**src/rtl/audio_i2s_tx.sv**
```systemverilog
// -----------------------------------------------------------------------------
// audio_i2s_tx
// Philips I2S transmitter for 16-bit stereo PCM, single 50 MHz clock domain.
// Accepts L/R pairs through a valid/ready handshake into a one-pair holding
// buffer. It moves the pair into the active shifter registers at each frame
// boundary and serialises them with BCLK generated by an internal divider.
// A frame is 64 BCLKs, with one 32-bit slot per channel. Each 16-bit sample
// is sent MSB first, starting one BCLK after the LRCK transition.
//
// Ports
//   CLK_50M       system clock (only clock)
//   RESET         synchronous, active-high reset
//   sample_l/r    16-bit PCM samples, left/right
//   is_signed     1 = two's complement, 0 = offset binary (sampled with data)
//   sample_valid  producer holds a pair
//   sample_ready  holding buffer empty; transfer on valid && ready
//   underrun_clr  clears the sticky underrun flag
//   i2s_bclk      bit clock, period 2*CLK_DIV system clocks
//   i2s_lrck      word select, 0 = left, 1 = right
//   i2s_data      serial data, updated on BCLK falling edges
//   frame_strobe  1-cycle pulse when a new frame starts in the shifter
//   underrun      sticky flag: a frame started with no new pair available
// -----------------------------------------------------------------------------
module audio_i2s_tx #(
  parameter int CLK_DIV          = 8,
  parameter bit MUTE_ON_UNDERRUN = 1'b0
) (
  input  logic        CLK_50M,
  input  logic        RESET,
  input  logic [15:0] sample_l,
  input  logic [15:0] sample_r,
  input  logic        is_signed,
  input  logic        sample_valid,
  output logic        sample_ready,
  input  logic        underrun_clr,
  output logic        i2s_bclk,
  output logic        i2s_lrck,
  output logic        i2s_data,
  output logic        frame_strobe,
  output logic        underrun
);

  localparam int DATA_W = 16;
  localparam int DIV_W  = $clog2(CLK_DIV);
  localparam logic [DIV_W-1:0] DIV_LAST = DIV_W'(CLK_DIV - 1);

  // Offset-binary input becomes two's complement by flipping the MSB.
  function automatic logic signed [DATA_W-1:0] to_twos(
    input logic [DATA_W-1:0] s,
    input logic              sg
  );
    to_twos = sg ? signed'(s) : signed'({~s[DATA_W-1], s[DATA_W-2:0]});
  endfunction

  // Serial bit for frame position b: slot bits 1..16 carry the sample
  // MSB first, and every other position in the 32-bit slot is zero.
  function automatic logic slot_bit(
    input logic [5:0]               b,
    input logic signed [DATA_W-1:0] l,
    input logic signed [DATA_W-1:0] r
  );
    logic [4:0]        p;
    logic [4:0]        rem;
    logic [DATA_W-1:0] ch;
    p        = b[4:0];
    ch       = b[5] ? r : l;
    rem      = 5'(DATA_W) - p;
    slot_bit = 1'b0;
    if (p >= 5'd1 && p <= 5'(DATA_W))
      slot_bit = ch[rem[3:0]];
  endfunction

  logic [DIV_W-1:0]         div_cnt;
  logic                     bclk_q;
  logic                     lrck_q;
  logic                     data_q;
  logic                     strobe_q;
  logic                     underrun_q;
  logic [5:0]               bit_cnt;
  logic                     primed;
  logic                     vld_p0;
  logic signed [DATA_W-1:0] hold_l_p0;
  logic signed [DATA_W-1:0] hold_r_p0;
  logic signed [DATA_W-1:0] act_l_p1;
  logic signed [DATA_W-1:0] act_r_p1;

  logic       div_wrap;
  logic       fall_evt;
  logic [5:0] bit_nxt;
  logic       frame_load;
  logic       xfer;
  logic       bypass;
  logic       underrun_set;

  assign sample_ready = !vld_p0 && !RESET;
  assign xfer         = sample_valid && sample_ready;

  assign div_wrap     = (div_cnt == DIV_LAST);
  assign fall_evt     = div_wrap && bclk_q;
  assign bit_nxt      = bit_cnt + 6'd1;
  assign frame_load   = fall_evt && (bit_cnt == 6'd63);
  // A pair offered in the load cycle with an empty buffer goes straight to
  // the shifter so it is not delayed by a whole frame.
  assign bypass       = frame_load && !vld_p0 && xfer;
  assign underrun_set = frame_load && !vld_p0 && !xfer && primed;

  // Stage p0: holding buffer (data registers need no reset; vld_p0 gates them)
  always_ff @(posedge CLK_50M) begin
    if (xfer && !bypass) begin
      hold_l_p0 <= to_twos(sample_l, is_signed);
      hold_r_p0 <= to_twos(sample_r, is_signed);
    end
  end

  // Stage p1: active shifter registers, divider, frame counter, serial outputs
  always_ff @(posedge CLK_50M) begin
    if (RESET) begin
      div_cnt    <= '0;
      bclk_q     <= 1'b0;
      lrck_q     <= 1'b0;
      data_q     <= 1'b0;
      strobe_q   <= 1'b0;
      underrun_q <= 1'b0;
      bit_cnt    <= 6'd63;
      primed     <= 1'b0;
      vld_p0     <= 1'b0;
      act_l_p1   <= '0;
      act_r_p1   <= '0;
    end else begin
      div_cnt  <= div_wrap ? '0 : div_cnt + 1'b1;
      strobe_q <= frame_load;

      if (div_wrap)
        bclk_q <= ~bclk_q;

      // lrck/data change on the BCLK fall so they are stable at the rise.
      if (fall_evt) begin
        bit_cnt <= bit_nxt;
        lrck_q  <= bit_nxt[5];
        data_q  <= slot_bit(bit_nxt, act_l_p1, act_r_p1);
      end

      if (frame_load) begin
        if (vld_p0) begin
          act_l_p1 <= hold_l_p0;
          act_r_p1 <= hold_r_p0;
          vld_p0   <= 1'b0;
        end else if (xfer) begin
          act_l_p1 <= to_twos(sample_l, is_signed);
          act_r_p1 <= to_twos(sample_r, is_signed);
        end else if (primed && MUTE_ON_UNDERRUN) begin
          act_l_p1 <= '0;
          act_r_p1 <= '0;
        end
      end

      if (xfer) begin
        primed <= 1'b1;
        if (!bypass)
          vld_p0 <= 1'b1;
      end

      // Set has priority over a simultaneous clear.
      if (underrun_set)
        underrun_q <= 1'b1;
      else if (underrun_clr)
        underrun_q <= 1'b0;
    end
  end

  assign i2s_bclk     = bclk_q;
  assign i2s_lrck     = lrck_q;
  assign i2s_data     = data_q;
  assign frame_strobe = strobe_q;
  assign underrun     = underrun_q;

endmodule

```
**config.mk**
```make
export PLATFORM = sky130hd
export DESIGN_NAME = audio_i2s_tx
export DESIGN_NICKNAME = d
export VERILOG_FILES = /design/src/rtl/audio_i2s_tx.sv
export SDC_FILE = /design/constraint.sdc
export NUM_CORES = 1
export LEC_CHECK = 0
export ABC_AREA = 1
export CAP_MARGIN = 15
export CELL_PAD_IN_SITES_DETAIL_PLACEMENT = 0
export CELL_PAD_IN_SITES_GLOBAL_PLACEMENT = 2
export CORE_MARGIN = 2
export CORE_UTILIZATION = 36
export DETAILED_ROUTE_END_ITERATION = 6
export PLACE_DENSITY_LB_ADDON = 0.05
export SYNTH_ARGS = -nofsm -noshare
export SYNTH_HDL_FRONTEND = slang
export SYNTH_SLANG_ARGS = --single-unit
```
**constraint.sdc**
```tcl
create_clock -name CLK_50M -period 5.4 [get_ports CLK_50M]
set_input_delay 1.35 -clock CLK_50M [delete_from_list [all_inputs] [get_ports CLK_50M]]
set_output_delay 1.35 -clock CLK_50M [all_outputs]
set_load 0.005 [all_outputs]
```
* After elaboration in Yosys (flattened, before gate mapping)
Index checks and enable logic that the tools add are counted.
** Word-level totals
- Output and inout port bits :: 6
- Word-level logic and storage cells :: 57
- Input bits :: 37
- Register bits :: 80
** Operators by class
- Multiplexer cells :: 15
- Eq/ne operators :: 2
- Bitwise operators :: 3
- Add/subtract/negate cells :: 3
- Magnitude comparators :: 3
- Reductions and logical operators :: 18
** Operators with widths (number)
- 16-bit 2-to-1 mux :: 7
- 1-bit logical AND :: 10
- 1-bit 2-to-1 mux :: 7
- 6-bit by 1-bit adder with 6-bit output (second input constant) :: 1
- 6-bit equality test (second input constant) :: 1
- 5-bit by 1-bit greater-or-equal comparator with 1-bit output (second input constant) :: 1
- 5-bit less-or-equal comparator (second input constant) :: 1
- 4-bit by 5-bit < comparator with 1-bit output (second input constant) :: 1
- 1-bit binary-select mux with 4-bit select :: 1
- 1-bit zero test :: 4
- 2-bit nonzero test :: 2
- 1-bit by 4-bit subtractor with 4-bit output (first input constant) :: 1
- 3-bit by 1-bit adder with 3-bit output (second input constant) :: 1
- 3-bit equality test (second input constant) :: 1
- 1-bit inverter :: 3
- 2-bit AND reduction :: 1
- 2-bit OR reduction :: 1

* Depth between registers and ports, before layout
Gate-level depths: netlist of the first run.
- Word-level depth :: 7
- Depth in mapped cells :: 14

* Worst setup path before layout of the first run
OpenSTA, ideal clock, no wires.
- Path kind :: input -> register
- From :: in RESET
- To :: reg hold_l_p0[0] (enable)
- Path buffers :: 0
- Data required time :: 4.979 ns
- Arrival time :: 2.922 ns
- Setup slack :: 2.057 ns
- Cell stages on the path :: 3
- Cells stage by stage :: nor2_2 > nand2_1 > nor2_1
** On the way
- Longest elaborated chain between the ends :: 6
** Ends and longest elaborated chain
- start: declaration :: line 29 : input logic RESET,
- 1-bit zero test (*) :: line 95 : assign sample_ready = !vld_p0 && !RESET;
- 1-bit logical AND (*) :: line 95
- 1-bit logical AND (*) :: line 96 : assign xfer = sample_valid && sample_ready;
- 1-bit logical AND :: line 104 : assign bypass = frame_load && !vld_p0 && xfer;
- 1-bit zero test
- 1-bit logical AND (*) :: line 109 : if (xfer && !bypass) begin
- end signal: assignment :: line 110 : hold_l_p0 <= to_twos(sample_l, is_signed);
- end: declaration :: line 82 : logic signed [DATA_W-1:0] hold_l_p0;
Every way passes the cells marked *; elsewhere a longest branch is shown, timed or not.
A chain may end at the register's enable or synchronous reset.

* Final worst setup path of the first run
- From :: in RESET
- To :: out sample_ready
** On the way
- Longest elaborated chain between the ends :: 2
** Ends and longest elaborated chain
- 1-bit zero test :: line 95
- 1-bit logical AND :: line 95
- end: declaration :: line 34 : output logic sample_ready,
Every way passes these cells.

==> summary.txt, run 1 <==
Timing
  – WHS: 423.4 ps
  – Clk_skew: roughly 11 ps
  – Final Cycle Share: 71.72%
  – Least-Margin Pin Slew: between 600 and 700 ps
  – Total negative slack: 0 ps
  – Final Slew Violations: 0
  – Count of final setup violators: 0
  – Fmax: about 0.26 GHz
  – Worst slew margin: a little under three fifths
  – RSZ-0062 raised after global routing: false
  – Fin crit period: ~3900 ps
  – Final Hold Vio Count: 0

Final layout
  – FF+latch area: 1922 sq um
  – Post-layout nets: 467
  – Fillers: about 970
  – Footprint of the multi-input gates: 1297 sq um
  – Layout cells sized above 1: approximately 8%
  – Non-Filler Instances: 560
  – P&R area growth vs syn: 20.97%
  – Final Util: roughly 45%
  – Antenna fix cells: 0

Clock tree
  – Worst skew pair latency: 350 ps
  – Clock buffer count from CTS: 9
  – Hold buffer count at CTS: 0
  – TritonCTS clock tree: built
  – CTS Buffer Depth: 2
  – TritonCTS Sinks: 80
  – Resize count post-CTS: 0
  – Root buf cell: clkbuf_8
  – Htree depth: 3
  – Clk slew on worst S/H paths: about 80 ps
  – Setup bufs post-CTS: 0

Pwr
  – Sw frac: about a quarter
  – Pwr dens: slightly above 300 nW/um^2
  – Reg power frac: around 52%
  – Part of the power in the clock network: a little under two fifths
  – Comb power frac: about a tenth
  – Lkg Pwr: about 1.7 nW
  – Peak supply drop: between 0.1 and 0.15 mV
  – NetSw: 0.3014 mW
  – Tot Pwr: ~1.3 mW
  – Pint: 0.9603 mW

Floorplan
  – Starting Density: between 30% and 40%
  – Die ar.: 10310 sq um
  – Core area: approximately 9200 sq um
  – Rows: 35
  – Die H: about 100 um
  – Die width: 101.5 um
  – IO Pins: 43

Logic synthesis
  – Yosys top cell area share: between 20% and 30%
  – Top_reg_cell synth: dfxtp_1
  – Leading post-synthesis cells by cell area: dfxtp_1 (28%), edfxtp_1 (28%), nand2_1 (14%)
  – Synthesized area: between 3000 and 4000 sq um
  – Netlist cell types: 34
  – Avg Inst Size Synth: 8.826 sq um
  – #FFs+latches synth: 80
  – Post-synth EDFFs: 32
  – Syn Inst Count: approximately 390
  – Register area share after synthesis: between 50 and 60%
  – Syn Nets: 429
  – Synthesis warning total: 0
  – Leading area contributor after synthesis: dfxtp_1
  – Synth async-reset ratio: 0%

Global routing
  – Vias in the first global route: approximately 2600
  – GRT overflow: 0
  – Largest net degree at the start of global routing: 65
  – First-pass GRT wire length: between 10000 and 15000 um
  – Initial antenna violation count: 0
  – Total GRT Usage: between 10% and 20%

Route
  – DRT Pass-1 Iters: 4
  – Vias per cell: 4.823
  – Wirelength per Cell: ~14 um
  – Vias after detailed routing: roughly 2700
  – Starting DRT DRC Count: ~110
  – DRC viols: 0
  – ANT nets after route: 0
  – Final WL: 7900 um

Placement
  – Number of I/O port buffers: between 40 and 50
  – GP Congestion: around 0.85
  – Hpwl dp: between 5000 and 6000 um
  – Placed Cells: roughly 540

Setup path
  – Worst endpoint data arrival time: roughly 2500 ps
  – Setup CP Type: in -> out
  – Crit path max fanout: 5
  – Crit start category: input port
  – Reg2Reg Launch Point: vld_p0
  – CP Capture Type: output port
  – RR Endpoint: act_l_p1[15]
  – R2R Setup Slk: between 2000 and 3000 ps
  – FF-to-FF path depth: 7
  – Worst EP required: 4050 ps

Hold path
  – Hold Path Class: reg -> reg
  – Worst Hold Depth: 1
  – Worst Hold End: div_cnt[0]
  – Hold Startpoint: div_cnt[0]

Flow run
  – Max Cap Viol: 0

Outcome
  – Status: finished clean
==> power by group through the flow <==
stage	logic, mW	clock network [mW]	registers (mW)
4_1_cts	0.129	0.497	0.655
3_5_place_dp	0.129	0	0.669
5_1_grt	0.146	0.526	0.657
2_1_floorplan	0.0809	0	0.663
3_3_place_gp	0.128	0	0.669
6_report	0.127	0.480	0.655
==> synth_stat cells (all sizes together), types with 2 or more instances <==
cell type,count
a21oi,5
a22oi,2
a31oi,32
buf,11
clkbuf,9
dfxtp,48
edfxtp,32
ha,4
inv,24
nand2,126
nand3,24
nor2,19
nor3,2
o21ai,37
o22ai,2
or2,2
xnor2,2
xor2,3
==> worst max-delay path: stages <==
cell             delay (ps)
clkdlybuf4s50_1         510
nor2_2                  150
clkdlybuf4s50_1         520
==> worst max path at each step <==
stage	start	endpoint	slack, ps	depth (start not counted)
6_report	RESET	sample_ready	1530	3
5_1_grt	RESET	sample_ready	1490	3
4_1_cts	RESET	sample_ready	1540	3
3_5_place_dp	RESET	sample_ready	1550	3
3_3_place_gp	RESET	sample_ready	1550	3
2_1_floorplan	RESET	hold_l_p0[0]	2060	3
==> metal layers <==
layer / track usage [%] / vias to the layer above / routed length [um] / share of wire (%)
met2: 27.73 / 45 / 3590 / 45
met1: 21.81 / 1237 / 3927 / 50
met5: 0 / - / 0 / 0
met3: 4.210 / 9 / 300 / 3.8
met4: 4.678 / 0 / 81 / 1.0
li1: - / 1410 / - / -
==> layout by cell type (no fill, tap or decap), types with 4 or more instances in the layout <==
master,instances
edfxtp_1,32
o21ai_1,28
a21oi_1,5
buf_4,5
dfxtp_1,48
inv_1,20
a31oi_1,32
clkdlybuf4s50_1,42
clkbuf_8,9
nand3_1,22
nor2_1,15
ha_1,4
o21ai_0,8
inv_2,4
nand2_1,124
==> cells by family (layout without fill, tap and decap cells) <==
family / Yosys count / in the layout / share of synthesized area, %
adder cells (fa/ha/maj): 4 / 4 / 1.462
buffers and inverters: 44 / 87 / 6.064
AND/OR/NAND/NOR: 174 / 174 / 21.37
AO/OA/AOI/OAI: 81 / 81 / 13.70
XOR/XNOR: 5 / 5 / 1.279
flip-flops: 80 / 80 / 56.12
==> final cells by class <==
cell class | count | share of cell area [%]
flip-flops and latches | 80 | 46.39
multi-input cells | 264 | 31.32
repair buffers | 47 | 11.05
well taps | 129 | 3.896
clock buffers | 11 | 3.171
inverters | 24 | 2.175
clock inverters | 5 | 1.993
==> registers in the layout, summed over array words and instances (netlist names), 3 cells and up <==
signal     cells
div_cnt        3
hold_l_p0     16
hold_r_p0     16
act_r_p1      16
bit_cnt        6
act_l_p1      16
==> stage by stage <==
stage	instance area, sq um	setup slack [ps]
after global routing	4143	1487
after CTS	4143	1540
after floorplan	3425	2057
final	4143	1527
after detailed placement	3929	1547
after global placement	3929	1551
No activity file was read; power rests on OpenSTA's default activity.
==> inputs of run 2 (changes only) <==
- CORE_UTILIZATION: 36 -> 30
- clock period: 5.4 -> 3.3 ns (I/O delays scaled with it)
==> summary.txt, run 2 (synthesized netlist as in run 1, its figures left out) <==
Outcome
  – Status: finished clean

Floorplan
  – Rows: 39
  – Starting Density: a little under a third
  – Die ar.: 12290 sq um
  – Die H: 110.8 um
  – IO Pins: 43
  – Die width: approximately 110 um
  – Core area: ~11000 sq um

Timing
  – Fmax: around 0.36 GHz
  – RSZ-0062 raised after global routing: false
  – Count of final setup violators: 0
  – Final Cycle Share: a little under nine tenths
  – Least-Margin Pin Slew: between 400 and 500 ps
  – Clk_skew: roughly 5.2 ps
  – Total negative slack: 0 ps
  – Worst slew margin: between 60% and 70%
  – Final Slew Violations: 0
  – Fin crit period: approximately 2800 ps
  – Final Hold Vio Count: 0

Pwr
  – Peak supply drop: approximately 0.20 mV
  – Pwr dens: just over 500 nW/um^2
  – Lkg Pwr: roughly 1.7 nW

Flow run
  – Max Cap Viol: 0

Final layout
  – Post-layout nets: ~470
  – Antenna fix cells: 0
  – Fillers: about 1200
  – Commonest non-fill, non-tap cell in the layout: nand2_1
  – Commonest non-fill, non-tap cells in the layout: nand2_1 (124), dfxtp_1 (48), clkdlybuf4s50_1 (42), a31oi_1 (32), edfxtp_1 (32)
  – P&R area growth vs syn: 23.68%
  – Layout cells sized above 1: between 7 and 8%
  – Final Util: around 38%
  – Non-Filler Instances: approximately 580
  – FF+latch area: 1922 sq um
  – Footprint of the multi-input gates: ~1300 sq um

Route
  – Final WL: roughly 8700 um
  – DRC viols: 0
  – Starting DRT DRC Count: just under 80
  – Wirelength per Cell: 15.19 um
  – Vias after detailed routing: 2720
  – DRT Pass-1 Iters: 4
  – Vias per cell: about 4.7
  – ANT nets after route: 0

Placement
  – Placed Cells: ~560
  – GP Congestion: 0.7657
  – Hpwl dp: between 5000 and 6000 um
  – Number of I/O port buffers: 42

Global routing
  – GRT overflow: 0
  – Initial antenna violation count: 0
  – First-pass GRT wire length: 14680 um
  – Vias in the first global route: 2701
  – Largest net degree at the start of global routing: 65
  – Total GRT Usage: between 10% and 20%

Setup path
  – Worst endpoint data arrival time: between 1500 and 2000 ps
  – Worst EP required: roughly 2500 ps
  – Crit start category: input port
  – Crit path max fanout: 5
  – Crit path from: RESET
  – Reg2Reg Launch Point: bit_cnt[0]
  – Setup CP Type: in -> out
  – CP Capture Type: output port

Hold path
  – Hold Startpoint: div_cnt[0]
  – Hold Path Class: reg -> reg

Clock tree
  – Htree depth: 3
  – Hold buffer count at CTS: 0
  – CTS Buffer Depth: 2
  – TritonCTS clock tree: built
  – Resize count post-CTS: 0
  – Worst skew pair latency: 330 ps
  – Setup bufs post-CTS: 0
  – Root buf cell: clkbuf_16
  – Clk slew on worst S/H paths: roughly 60 ps
  – Clock buffer count from CTS: 9
  – TritonCTS Sinks: 80
==> run 2: cell types whose count changed in the layout (fill, tap and decap cells not counted), sizes merged <==
cell	delta
clkinvlp	+1
bufinv	-2
buf	+1
clkinv	+1
==> run 2: worst max-delay path, stage by stage <==
cell             delay [ps]
clkdlybuf4s50_1         490
nor2_2                  150
clkdlybuf4s50_1         520
==> run 2: routing by layer <==
| metal | share of wire, % | track usage, % |
|---|---|---|
| met1 | 50 | 20.82 |
| met2 | 45 | 24.01 |
| met4 | 2.0 | 6.750 |
| met5 | 0 | 0 |
| met3 | 2.6 | 2.570 |
==> run 2: cell type report <==
class                   instances  share of cell area (%)
well taps                     143                   4.225
clock buffers                  11                   5.495
inverters                      24                   2.127
multi-input cells             264                   30.64
repair buffers                 48                   11.58
clock inverters                 5                  0.5613
flip-flops and latches         80                   45.38
==> run 2: path summary, 6_finish.rpt <==
kind	endpoint	slack [ps]	cells after the start
setup / recovery	sample_ready	490	3
hold / removal	div_cnt[0]	420	1
setup reg to reg	i2s_data	1070	9
hold reg to reg	div_cnt[0]	420	1
==> run 2: through the flow <==
step           setup slack, ps  instance area, sq um  power [mW]  hold WS [ps]
6_report                 494.7                  4235       2.167         419.2
5_1_grt                  426.8                  4235       2.278         444.2
4_1_cts                  467.2                  4235       2.206         426.8
3_5_place_dp             471.3                  3979       1.315         418.2
3_3_place_gp             497.4                  3979       1.315         407.8
2_1_floorplan            482.2                  3425       1.218         396.9
==> run 2: power breakdown <==
part           internal [mW]  switching (mW)  total [mW]
clock network          0.501           0.377       0.878
logic                 0.0918           0.132       0.224
registers               1.06         0.00926        1.07
total                   1.65           0.518        2.17
